## config.mk

```make
export PLATFORM = sky130hd
export DESIGN_NAME = conv_out_packer
export DESIGN_NICKNAME = d
export VERILOG_FILES = /design/src/rtl/conv_out_packer_pkg.sv /design/src/rtl/out_word_fifo.sv /design/src/rtl/conv_out_packer.sv
export SDC_FILE = /design/constraint.sdc
export NUM_CORES = 1
export LEC_CHECK = 0
export ABC_AREA = 1
export CAP_MARGIN = 20
export CORE_ASPECT_RATIO = 1.25
export CORE_MARGIN = 4
export CORE_UTILIZATION = 50
export DETAILED_ROUTE_END_ITERATION = 10
export PLACE_DENSITY_LB_ADDON = 0.08
export SETUP_SLACK_MARGIN = 0.15
export SLEW_MARGIN = 10
export SYNTH_ARGS = -nofsm -noshare
export SYNTH_HDL_FRONTEND = slang
export SYNTH_HIERARCHICAL = 1
export SYNTH_SLANG_ARGS = --single-unit
```

## constraint.sdc

```tcl
create_clock -name clk -period 3.9 [get_ports clk]
set_input_delay 0.78 -clock clk [delete_from_list [all_inputs] [get_ports clk]]
set_output_delay 0.78 -clock clk [all_outputs]
set_load 0.05 [all_outputs]
```

## src/rtl/conv_out_packer_pkg.sv

```systemverilog
// Shared numeric formats for the convolution output path: INT8/INT16 widths,
// saturation limits and the signed types built from them.
package conv_out_packer_pkg;
    localparam int INT8_W    = 8;
    localparam int INT16_W   = 16;
    localparam int SUM_W     = INT16_W + 1;
    localparam int BYTES_W   = 4;
    localparam int INT8_MAX  = (2 ** (INT8_W - 1)) - 1;
    localparam int INT8_MIN  = -(2 ** (INT8_W - 1));
    localparam int INT16_MAX = (2 ** (INT16_W - 1)) - 1;
    localparam int INT16_MIN = -(2 ** (INT16_W - 1));

    typedef logic signed [INT8_W-1:0]  int8_t;
    typedef logic signed [INT16_W-1:0] int16_t;
    typedef logic signed [SUM_W-1:0]   sum17_t;
endpackage

```

## src/rtl/out_word_fifo.sv

```systemverilog
// Word FIFO for packed results; read data reads as zero while empty.
module out_word_fifo
#(
    parameter int W     = 36,
    parameter int DEPTH = 4
) (
    input  logic                     clk,
    input  logic                     reset,
    input  logic                     push,
    input  logic [W-1:0]             push_data,
    input  logic                     pop,
    output logic [W-1:0]             pop_data,
    output logic                     full,
    output logic                     empty,
    output logic [$clog2(DEPTH):0]   count
);
    localparam int AW = $clog2(DEPTH);
    localparam int CW = AW + 1;

    logic [W-1:0]  mem [DEPTH];
    logic [AW-1:0] wr_ptr;
    logic [AW-1:0] rd_ptr;
    logic          do_push;
    logic          do_pop;

    assign empty    = (count == '0);
    assign full     = (count == CW'(DEPTH));
    assign do_pop   = pop && !empty;
    assign do_push  = push && (!full || do_pop);
    assign pop_data = empty ? '0 : mem[rd_ptr];

    always_ff @(posedge clk or negedge reset) begin
        if (!reset) begin
            wr_ptr <= '0;
            rd_ptr <= '0;
            count  <= '0;
        end else begin
            if (do_push) wr_ptr <= wr_ptr + AW'(1);
            if (do_pop)  rd_ptr <= rd_ptr + AW'(1);
            if (do_push && !do_pop)      count <= count + CW'(1);
            else if (!do_push && do_pop) count <= count - CW'(1);
        end
    end

    always_ff @(posedge clk) begin
        if (do_push) mem[wr_ptr] <= push_data;
    end
endmodule

```

## src/rtl/conv_out_packer.sv

```systemverilog
// Requantises INT16 adder-tree sums to INT8 (bias, ReLU, rounded shift) and
// packs PACK results per output word, with flush for partial words.
module conv_out_packer
    import conv_out_packer_pkg::*;
#(
    parameter int PACK  = 4,
    parameter int DEPTH = 4
) (
    input  logic                      clk,
    input  logic                      reset,
    input  logic                      in_valid,
    output logic                      in_ready,
    input  logic signed [INT16_W-1:0] res_conv,
    input  logic signed [INT16_W-1:0] bias,
    input  logic [3:0]                shift,
    input  logic                      relu_en,
    input  logic                      flush,
    output logic [PACK*INT8_W-1:0]    out_data,
    output logic [BYTES_W-1:0]        out_bytes,
    output logic                      out_valid,
    input  logic                      out_ready
);
    localparam int CW = $clog2(DEPTH) + 1;
    localparam int FW = PACK * INT8_W + BYTES_W;
    localparam logic [BYTES_W-1:0] PACK_M1 = BYTES_W'(PACK - 1);

    function automatic int16_t sat16(input sum17_t x);
        if (x > sum17_t'(INT16_MAX)) return int16_t'(INT16_MAX);
        if (x < sum17_t'(INT16_MIN)) return int16_t'(INT16_MIN);
        return int16_t'(x);
    endfunction

    function automatic int8_t sat8(input sum17_t x);
        if (x > sum17_t'(INT8_MAX)) return int8_t'(INT8_MAX);
        if (x < sum17_t'(INT8_MIN)) return int8_t'(INT8_MIN);
        return int8_t'(x);
    endfunction

    function automatic int8_t requant(input int16_t s, input logic [3:0] sh, input logic relu);
        sum17_t rnd;
        sum17_t t;
        if (relu && s < 0) return '0;
        rnd = (sh == 4'd0) ? '0 : (sum17_t'(1) <<< (sh - 4'd1));
        t   = (sum17_t'(s) + rnd) >>> sh;
        return sat8(t);
    endfunction

    logic                      vld_p1, vld_p2;
    int16_t                    sum_p1;
    int8_t                     byte_p2;
    logic [BYTES_W-1:0]        byte_cnt;
    logic [PACK*INT8_W-1:0]    pack_q, word_next;
    logic                      flush_pend, flush_fire, part_push, word_done;
    logic                      accept, fifo_push, fifo_full, fifo_empty;
    logic [BYTES_W-1:0]        push_bytes;
    logic [FW-1:0]             pop_data;
    logic [CW-1:0]             fifo_count;

    assign in_ready   = reset && !flush_pend && (fifo_count <= CW'(DEPTH - 3));
    assign accept     = in_valid && in_ready;
    assign word_done  = vld_p2 && (byte_cnt == PACK_M1);
    assign flush_fire = flush_pend && !vld_p1 && !vld_p2 && (byte_cnt == '0 || !fifo_full);
    assign part_push  = flush_fire && (byte_cnt != '0);
    assign fifo_push  = word_done || part_push;
    assign push_bytes = word_done ? BYTES_W'(PACK) : byte_cnt;

    // Slots at or above the counter are rebuilt from zero, so stale bytes never leak.
    always_comb begin
        word_next = '0;
        for (int i = 0; i < PACK; i++) begin
            if (BYTES_W'(i) < byte_cnt)
                word_next[i*INT8_W +: INT8_W] = pack_q[i*INT8_W +: INT8_W];
            else if (BYTES_W'(i) == byte_cnt && vld_p2)
                word_next[i*INT8_W +: INT8_W] = byte_p2;
        end
    end

    always_ff @(posedge clk or negedge reset) begin
        if (!reset) begin
            vld_p1     <= 1'b0;
            vld_p2     <= 1'b0;
            byte_cnt   <= '0;
            flush_pend <= 1'b0;
        end else begin
            vld_p1     <= accept;
            vld_p2     <= vld_p1;
            flush_pend <= (flush_pend && !flush_fire) || flush;
            if (word_done || part_push) byte_cnt <= '0;
            else if (vld_p2)            byte_cnt <= byte_cnt + BYTES_W'(1);
        end
    end

    always_ff @(posedge clk) begin
        // p1: bias add with INT16 saturation
        if (accept) sum_p1 <= sat16(sum17_t'(res_conv) + sum17_t'(bias));
        // p2: ReLU, rounded shift, INT8 saturation
        if (vld_p1) byte_p2 <= requant(sum_p1, shift, relu_en);
        // pack: byte placed into the word under construction
        if (vld_p2) pack_q <= word_next;
    end

    out_word_fifo #(.W(FW), .DEPTH(DEPTH)) u_fifo (
        .clk       (clk),
        .reset     (reset),
        .push      (fifo_push),
        .push_data ({push_bytes, word_next}),
        .pop       (out_ready),
        .pop_data  (pop_data),
        .full      (fifo_full),
        .empty     (fifo_empty),
        .count     (fifo_count)
    );

    assign out_valid = !fifo_empty;
    assign out_bytes = pop_data[FW-1 -: BYTES_W];
    assign out_data  = pop_data[PACK*INT8_W-1:0];
endmodule

```

After elaboration in Yosys (flattened, before gate mapping)
Memories as Yosys holds them, arrays and structs flattened.
Index checks and enable logic that the tools add are counted.
{"block": "totals", "out_inout_bits": 38, "mem_count": 1, "mem_bits_ro": 0, "latch_bits": 0, "register_bits": 70, "mem_bits_rw": 144, "elab_cells": 113}
{"memory": "u_fifo.mem", "words": 4, "word_bits": 36, "rd": 1, "rd_ports_with_merged_regs": 0, "wr": 1, "line": "out_word_fifo.sv:20", "source": "logic [W-1:0] mem [DEPTH];"}
{"block": "op_classes", "eq_ne": 5, "reduce_logical": 36, "multipliers": 0, "n_addsub": 8, "mux": 41, "div_mod_pow": 0, "bitwise_logic": 0, "order_cmp": 10, "n_shift": 2}
{"operator": "2-to-1 mux 8 bit", "count": 14}
{"operator": "2-to-1 mux 16 bit", "count": 4}
{"operator": "2-to-1 mux 36 bit", "count": 1}
{"operator": "logical AND 1 bit", "count": 18}
{"operator": "adder 16 x 16 -> 17 bit", "count": 1}
{"operator": "adder 16 x 17 -> 17 bit", "count": 1}
{"operator": "greater-than comparator 17 x 16 -> 1 bit, second input constant", "count": 1}
{"operator": "greater-than comparator 17 x 8 -> 1 bit, second input constant", "count": 1}
{"operator": "less-than comparator 17 x 16 -> 1 bit, second input constant", "count": 1}
{"operator": "less-than comparator 17 x 8 -> 1 bit, second input constant", "count": 1}
{"operator": "2-to-1 mux 17 bit", "count": 1}
{"operator": "<<< shifter 1 x 4 -> 17 bit, first input constant", "count": 1}
{"operator": ">>> shifter 17 x 4 -> 17 bit", "count": 1}
{"operator": "less-than comparator 16 x 1 -> 1 bit, second input constant", "count": 1}
{"operator": "2-to-1 mux 1 bit", "count": 16}
{"operator": "2-to-1 mux 4 bit", "count": 3}
{"operator": "== test 2 x 4 -> 1 bit, first input constant", "count": 2}
{"operator": "logical NOT 1 bit", "count": 8}
{"operator": "logical NOT 4 bit", "count": 2}
{"operator": "less-than comparator 1 x 4 -> 1 bit, first input constant", "count": 2}
{"operator": "less-than comparator 2 x 4 -> 1 bit, first input constant", "count": 2}
{"operator": "2-to-1 mux 3 bit", "count": 2}
{"operator": "adder 2 x 1 -> 2 bit, second input constant", "count": 2}
{"operator": "adder 4 x 1 -> 4 bit, second input constant", "count": 1}
{"operator": "11 further kinds", "count": 15}

Depth between registers and ports, before layout
{"block": "logic_depth", "depth_word": 15, "mapped_depth": 28}

Hierarchy
The synthesis kept the hierarchy.
{"mod": "out_word_fifo", "seq_area_each_um2": 4499.3, "area_per_inst_um2": 6550.0, "n_inst": 1, "cells_each": 625}
{"mod": "conv_out_packer", "seq_area_each_um2": 1856.8, "area_per_inst_um2": 5674.2, "n_inst": 1, "cells_each": 813}

Worst setup path after synthesis
No wires, ideal clock.
{"block": "synth_path", "kind": "register to register", "startpoint": "register vld_p2", "endpoint": "memory u_fifo.mem[0][0], enable pin", "t_arrival_ns": 3.545, "slack_ns": -0.075, "setup_ns": 0.429, "path_stages_with_launch": 8, "synth_period_minus_slack_ns": 3.975, "path_cell_list": "dfrtp_1 -> clkbuf_1 -> nand2_1 -> nor2_1 -> inv_1 -> nand2_1 -> nand2_1 -> nor2_1"}
{"block": "synth_between", "elab_chain_len": 8}
{"item": "start: declaration", "line": "conv_out_packer.sv:48", "source": "logic vld_p1, vld_p2;"}
{"item": "start signal: assignment", "line": "conv_out_packer.sv:86", "source": "vld_p2 <= vld_p1;"}
{"item": "logical NOT 1 bit", "line": "conv_out_packer.sv:62", "source": "assign flush_fire = flush_pend && !vld_p1 && !vld_p2 && (byte_cnt == '0 || !fifo_full);"}
{"item": "logical AND 1 bit (2 in a row)", "line": "conv_out_packer.sv:62"}
{"item": "logical AND 1 bit", "line": "conv_out_packer.sv:63", "source": "assign part_push = flush_fire && (byte_cnt != '0);"}
{"item": "logical OR 1 bit (*)", "line": "conv_out_packer.sv:64", "source": "assign fifo_push = word_done || part_push;"}
{"item": "net fifo_push", "line": "conv_out_packer.sv:54", "source": "logic accept, fifo_push, fifo_full, fifo_empty;"}
{"item": "logical AND 1 bit (*)", "line": "out_word_fifo.sv:29", "source": "assign do_push = push && (!full || do_pop);"}
{"item": "2-to-1 mux 1 bit (*)", "line": "out_word_fifo.sv:46", "source": "if (do_push) mem[wr_ptr] <= push_data;"}
{"item": "2-to-1 mux 1 bit (not written as such) (*)", "line": "out_word_fifo.sv:46"}
{"item": "end: declaration", "line": "out_word_fifo.sv:20"}
Mark *: on every way through the listed nets, which the timed path passes. The rest lies on a longest branch.

Final worst setup path
{"block": "layout_path", "startpoint": "input shift[0]", "endpoint": "register byte_p2[1] (data pin)"}
{"block": "layout_between", "elab_chain_len": 13}
{"item": "start: declaration", "line": "conv_out_packer.sv:15", "source": "input logic [3:0] shift,"}
{"item": "subtractor 4 x 1 -> 4 bit", "line": "conv_out_packer.sv:43", "source": "rnd = (sh == 4'd0) ? '0 : (sum17_t'(1) <<< (sh - 4'd1));"}
{"item": "<<< shifter 1 x 4 -> 17 bit", "line": "conv_out_packer.sv:43"}
{"item": "2-to-1 mux 17 bit", "line": "conv_out_packer.sv:43"}
{"item": "adder 16 x 17 -> 17 bit", "line": "conv_out_packer.sv:44", "source": "t = (sum17_t'(s) + rnd) >>> sh;"}
{"item": ">>> shifter 17 x 4 -> 17 bit (*)", "line": "conv_out_packer.sv:44"}
{"item": "less-than comparator 17 x 8 -> 1 bit", "line": "conv_out_packer.sv:35", "source": "if (x < sum17_t'(INT8_MIN)) return int8_t'(INT8_MIN);"}
{"item": "2-to-1 mux 1 bit (2 in a row)", "line": "conv_out_packer.sv:35"}
{"item": "2-to-1 mux 1 bit", "line": "conv_out_packer.sv:43"}
{"item": "2-to-1 mux 1 bit", "line": "conv_out_packer.sv:97", "source": "if (vld_p1) byte_p2 <= requant(sum_p1, shift, relu_en);"}
{"item": "2-to-1 mux 8 bit", "line": "conv_out_packer.sv:36", "source": "return int8_t'(x);"}
{"item": "2-to-1 mux 8 bit (*)", "line": "conv_out_packer.sv:35"}
{"item": "2-to-1 mux 8 bit (*)", "line": "conv_out_packer.sv:43"}
{"item": "end signal: assignment", "line": "conv_out_packer.sv:97"}
{"item": "end: declaration", "line": "conv_out_packer.sv:50", "source": "int8_t byte_p2;"}
Mark *: on every way between the ends. The rest lies on a longest branch, timed or not. The select of a mux whose other input is x is not followed.
A chain may end at the register's enable or synchronous reset.

==> impl_metrics.csv <==
group,metric,value,unit
outcome,status,"finished clean",
die,num_rows,63,
die,fp.dieH,182.8,microns
sta,hold_ws,542.7,ps
synthesis,synth_most_common_cell,"nand2_1",
global_route,grt_pass1_vias,9609,
sta,fmax,288.6,MHz
synthesis,yosysTopAreaCell,"edfxtp_1",
clock_tree,holdBufCountCts,0,
sta,fin_skew,8.911,ps
die,die_w,147.9,microns
global_route,grt_overflow,0,
worst_setup_path,cp.arrival,3700,ps
drt,firstDrtPassIters,5,
drt,drt-total-wl,29900,microns
power,total_leakage_power,6.761,nW
die,dieArea,27030,sq um
clock_tree,cts_made_buffers,22,
worst_setup_path,path_delay_family,"simple AND/OR/NAND/NOR gates",
synthesis,syn_nets,1523,
clock_tree,ctsRootBufferMaster,"clkbuf_16",
sta,rsz0062_at_grt,"no",
cells_and_area,diodes,0,
cells_and_area,fillCellCount,2084,
worst_setup_path,crit_chain,"clkbuf_2 -> inv_1 -> buf_4 -> nand3_1 -> nor2_1 -> ha_4 -> nand2_2 -> inv_1 -> a21oi_2 -> nand2_2 -> nand2_2 -> nand2_2 -> nand2_1 -> nand3_1 -> nand3_1 -> nand3_1 -> nand3_1 -> nand2_1 -> nor2_1 -> nand2_1 -> nor2_1 -> nand2_1 -> nand3_4 -> a21oi_1",
synthesis,ys_types,45,
sta,setup_viol,0,
cells_and_area,drive_gt1_share,16.34,%
synthesis,synthArstFlopShare,6.542,%
synthesis,netlist_instances,1438,
synthesis,seq_area_frac_synth,52.00,%
clock_tree,cts_buffer_depth,3,
clock_tree,path_clk_slew,60,ps
drt,vias,9913,
global_route,grt_max_degree,75,
power,ir_drop,0.4818,mV
synthesis,synth-simple-area-share,25.30,%
cells_and_area,area_growth,21.11,%
clock_tree,cts-htree-levels,1,
flow_run,maxCapViolCount,0,
synthesis,ys_warn_count,6,
min_path,min_path_type,"reg2reg",
die,design.core.area,23880,sq um
worst_setup_path,max_stage_delay,250,ps
placement,place.detailed.instances,1872,
power,powerDensity,625.9,nW/um^2
synthesis,synth_top_family_by_area,"simple AND/OR/NAND/NOR gates",
synthesis,synthTopCellsByCount,"nand2_1 (387), inv_1 (234), nand3_1 (211), edfxtp_1 (200), o21ai_0 (69)",
clock_tree,numClockSinks,214,
placement,gp_congestion,0.9401,
drt,drt_iter0_drc,698,
drt,routedWlPerCell,15.60,microns
sta,maxSlewHeadroom,42.44,%
worst_setup_path,worst-setup-path-type,"in2reg",
die,ios,80,
synthesis,synth-seq-cells,214,
clock_tree,cts_tree,"yes",
placement,dp_hpwl,20870,microns
clock_tree,clock_latency,490,ps
global_route,grtUsageTotal,21.88,%
die,start_util,51.18,%
synthesis,syn_area,12220,sq um
worst_setup_path,crit_slowest_cell,"ha_4",
synthesis,synth.top_cell.area_share,49.13,%
sta,hold_viol,0,
cells_and_area,nNetsFinal,1661,
sta,period_minus_slack,3465,ps
worst_setup_path,cp_data_required_time,4130,ps
sta,period_share,88.85,%
worst_setup_path,cp-end-kind,"flop",
synthesis,synth.mux.area_fraction,0,%
cells_and_area,fin_cells,1916,
worst_setup_path,cp_common_cell,"nand3_1",
placement,portBuffers,79,
worst_setup_path,cp.buffers_inverters,4,
synthesis,synthAdderAreaFrac,4.585,%
synthesis,synth_area_leaders,"edfxtp_1 (49%), nand2_1 (12%), nand3_1 (8.6%), inv_1 (7.2%), ha_1 (4.1%)",
sta,tightestPinTransition,863.5,ps
worst_setup_path,start_kind,"input pin",
synthesis,synth_compound_area_share,6.633,%
worst_setup_path,critPathMaxFanout,8,
sta,finalMaxSlewViolations,0,
synthesis,synth_ff_type,"edfxtp_1",
global_route,antenna_found_initial,0,
synthesis,synth_edf_count,200,
synthesis,synth_xor_area_share,1.720,%
drt,drtAntennaViolNets,0,
global_route,grt_pass1_wl,47980,microns
drt,drc,0,
synthesis,synth_area_per_cell,8.501,sq um
drt,vias_per_cell,5.174,
report_power, final:
part / leakage, nW / switching [W] / internal (W)
clock: 0.367 / 0.000830 / 0.00134
sequential: 2.06 / 0.000105 / 0.00289
combinational: 4.34 / 0.00290 / 0.00120
layout make-up:
type	count	area, sq um	share of cell area, %
tap	325	406.6	2.747
clock inverter	14	175.2	1.183
clock buffer	25	583.1	3.938
inverter	245	923.4	6.237
multi-input combinational	928	4946	33.41
timing repair buffer	165	1413	9.542
sequential	214	6357	42.94
per-stage QoR:
step	cell area (sq um)	TNS [ps]	util, %	power (W)	setup slack [ps]
final	14800	0	61.98	0.009266	435.0
after global routing	14800	0	61.98	0.009780	196.3
after CTS	14570	0	61.00	0.009319	159.7
after detailed placement	13760	-3712	57.62	0.007142	-533.7
after global placement	13760	-3938	57.62	0.007082	-540.4
after floorplan	12220	-10740	-	0.005880	-74.59
cell families after synthesis:
| family | after synthesis |
|---|---|
| simple gates | 708 |
| flops | 214 |
| buf+inv | 296 |
| other cells | 1 |
| fa+ha+maj | 43 |
| compound gates | 152 |
| xor+xnor | 24 |
path summary, 6_finish.rpt:
kind                                                    from                      endpoint  slack, ps  cells past startpoint
worst max-delay path                                shift[0]      byte_p2[1]$_SDFFCE_PP0P_        430                     24
worst min-delay path            u_fifo/wr_ptr[1]$_DFFE_PN0P_  u_fifo/wr_ptr[1]$_DFFE_PN0P_        540                      2
worst max register to register       byte_cnt[1]$_DFFE_PN0P_   u_fifo/count[2]$_DFFE_PN0P_        590                     15
worst min register to register  u_fifo/wr_ptr[1]$_DFFE_PN0P_  u_fifo/wr_ptr[1]$_DFFE_PN0P_        540                      2
max in group asynchronous                              reset  u_fifo/rd_ptr[0]$_DFFE_PN0P_       3100                      2
min in group asynchronous                              reset   u_fifo/count[2]$_DFFE_PN0P_        600                      2
layout by cell type (no fill, tap or decap), types with 3 or more instances in the layout:
cell,netlist,layout
a21oi_2,5,6
buf_6,3,3
clkbuf_16,0,23
clkinv_2,0,5
or2_2,3,3
nor3_1,5,4
nor2_1,61,50
bufinv_16,0,4
inv_1,234,234
nor2_2,2,6
clkinv_1,2,4
inv_2,8,8
xor2_1,11,10
buf_12,0,5
edfxtp_1,200,200
nor2_4,1,8
xnor2_1,13,12
a21oi_1,67,65
clkdlybuf4s50_1,0,38
and2_1,5,5
o21ai_0,69,69
nand2_1,387,377
nand2_2,14,24
dfrtp_1,14,13
nand3_1,211,191
buf_4,5,115
ha_1,40,37
nand3_2,9,29
nand4_1,4,4
repair_timing:
item                       CTS  global route
setup buffers                1             4
setup endpoints to repair    8             8
gates resized for setup     14            50
pin swaps                    1            15
worst min-delay path: cells and delay by family, from the launching register on:
family / cells / cell delay (ps)
DFF: 1 / 390
and+or+nand+nor: 2 / 130
flip-flops by register name, indices dropped and copies added, names as in the netlist:
name and cells:
u_fifo/wr_ptr 2, sum_p1 16, pack_q 32, vld_p2 1
vld_p1 1, flush_pend 1, byte_p2 8, u_fifo/count 3
u_fifo/mem 144, u_fifo/rd_ptr 2, byte_cnt 4
routing by layer:
metal / routed length (microns) / vias up / global-route usage (%)
li1: - / 4966 / -
met1: 11820 / 4666 / 25.35
met2: 16070 / 215 / 42.21
met3: 1006 / 66 / 1.977
met4: 990 / 0 / 7.394
met5: 0 / - / 0
Power figures use the tool's default switching activity.
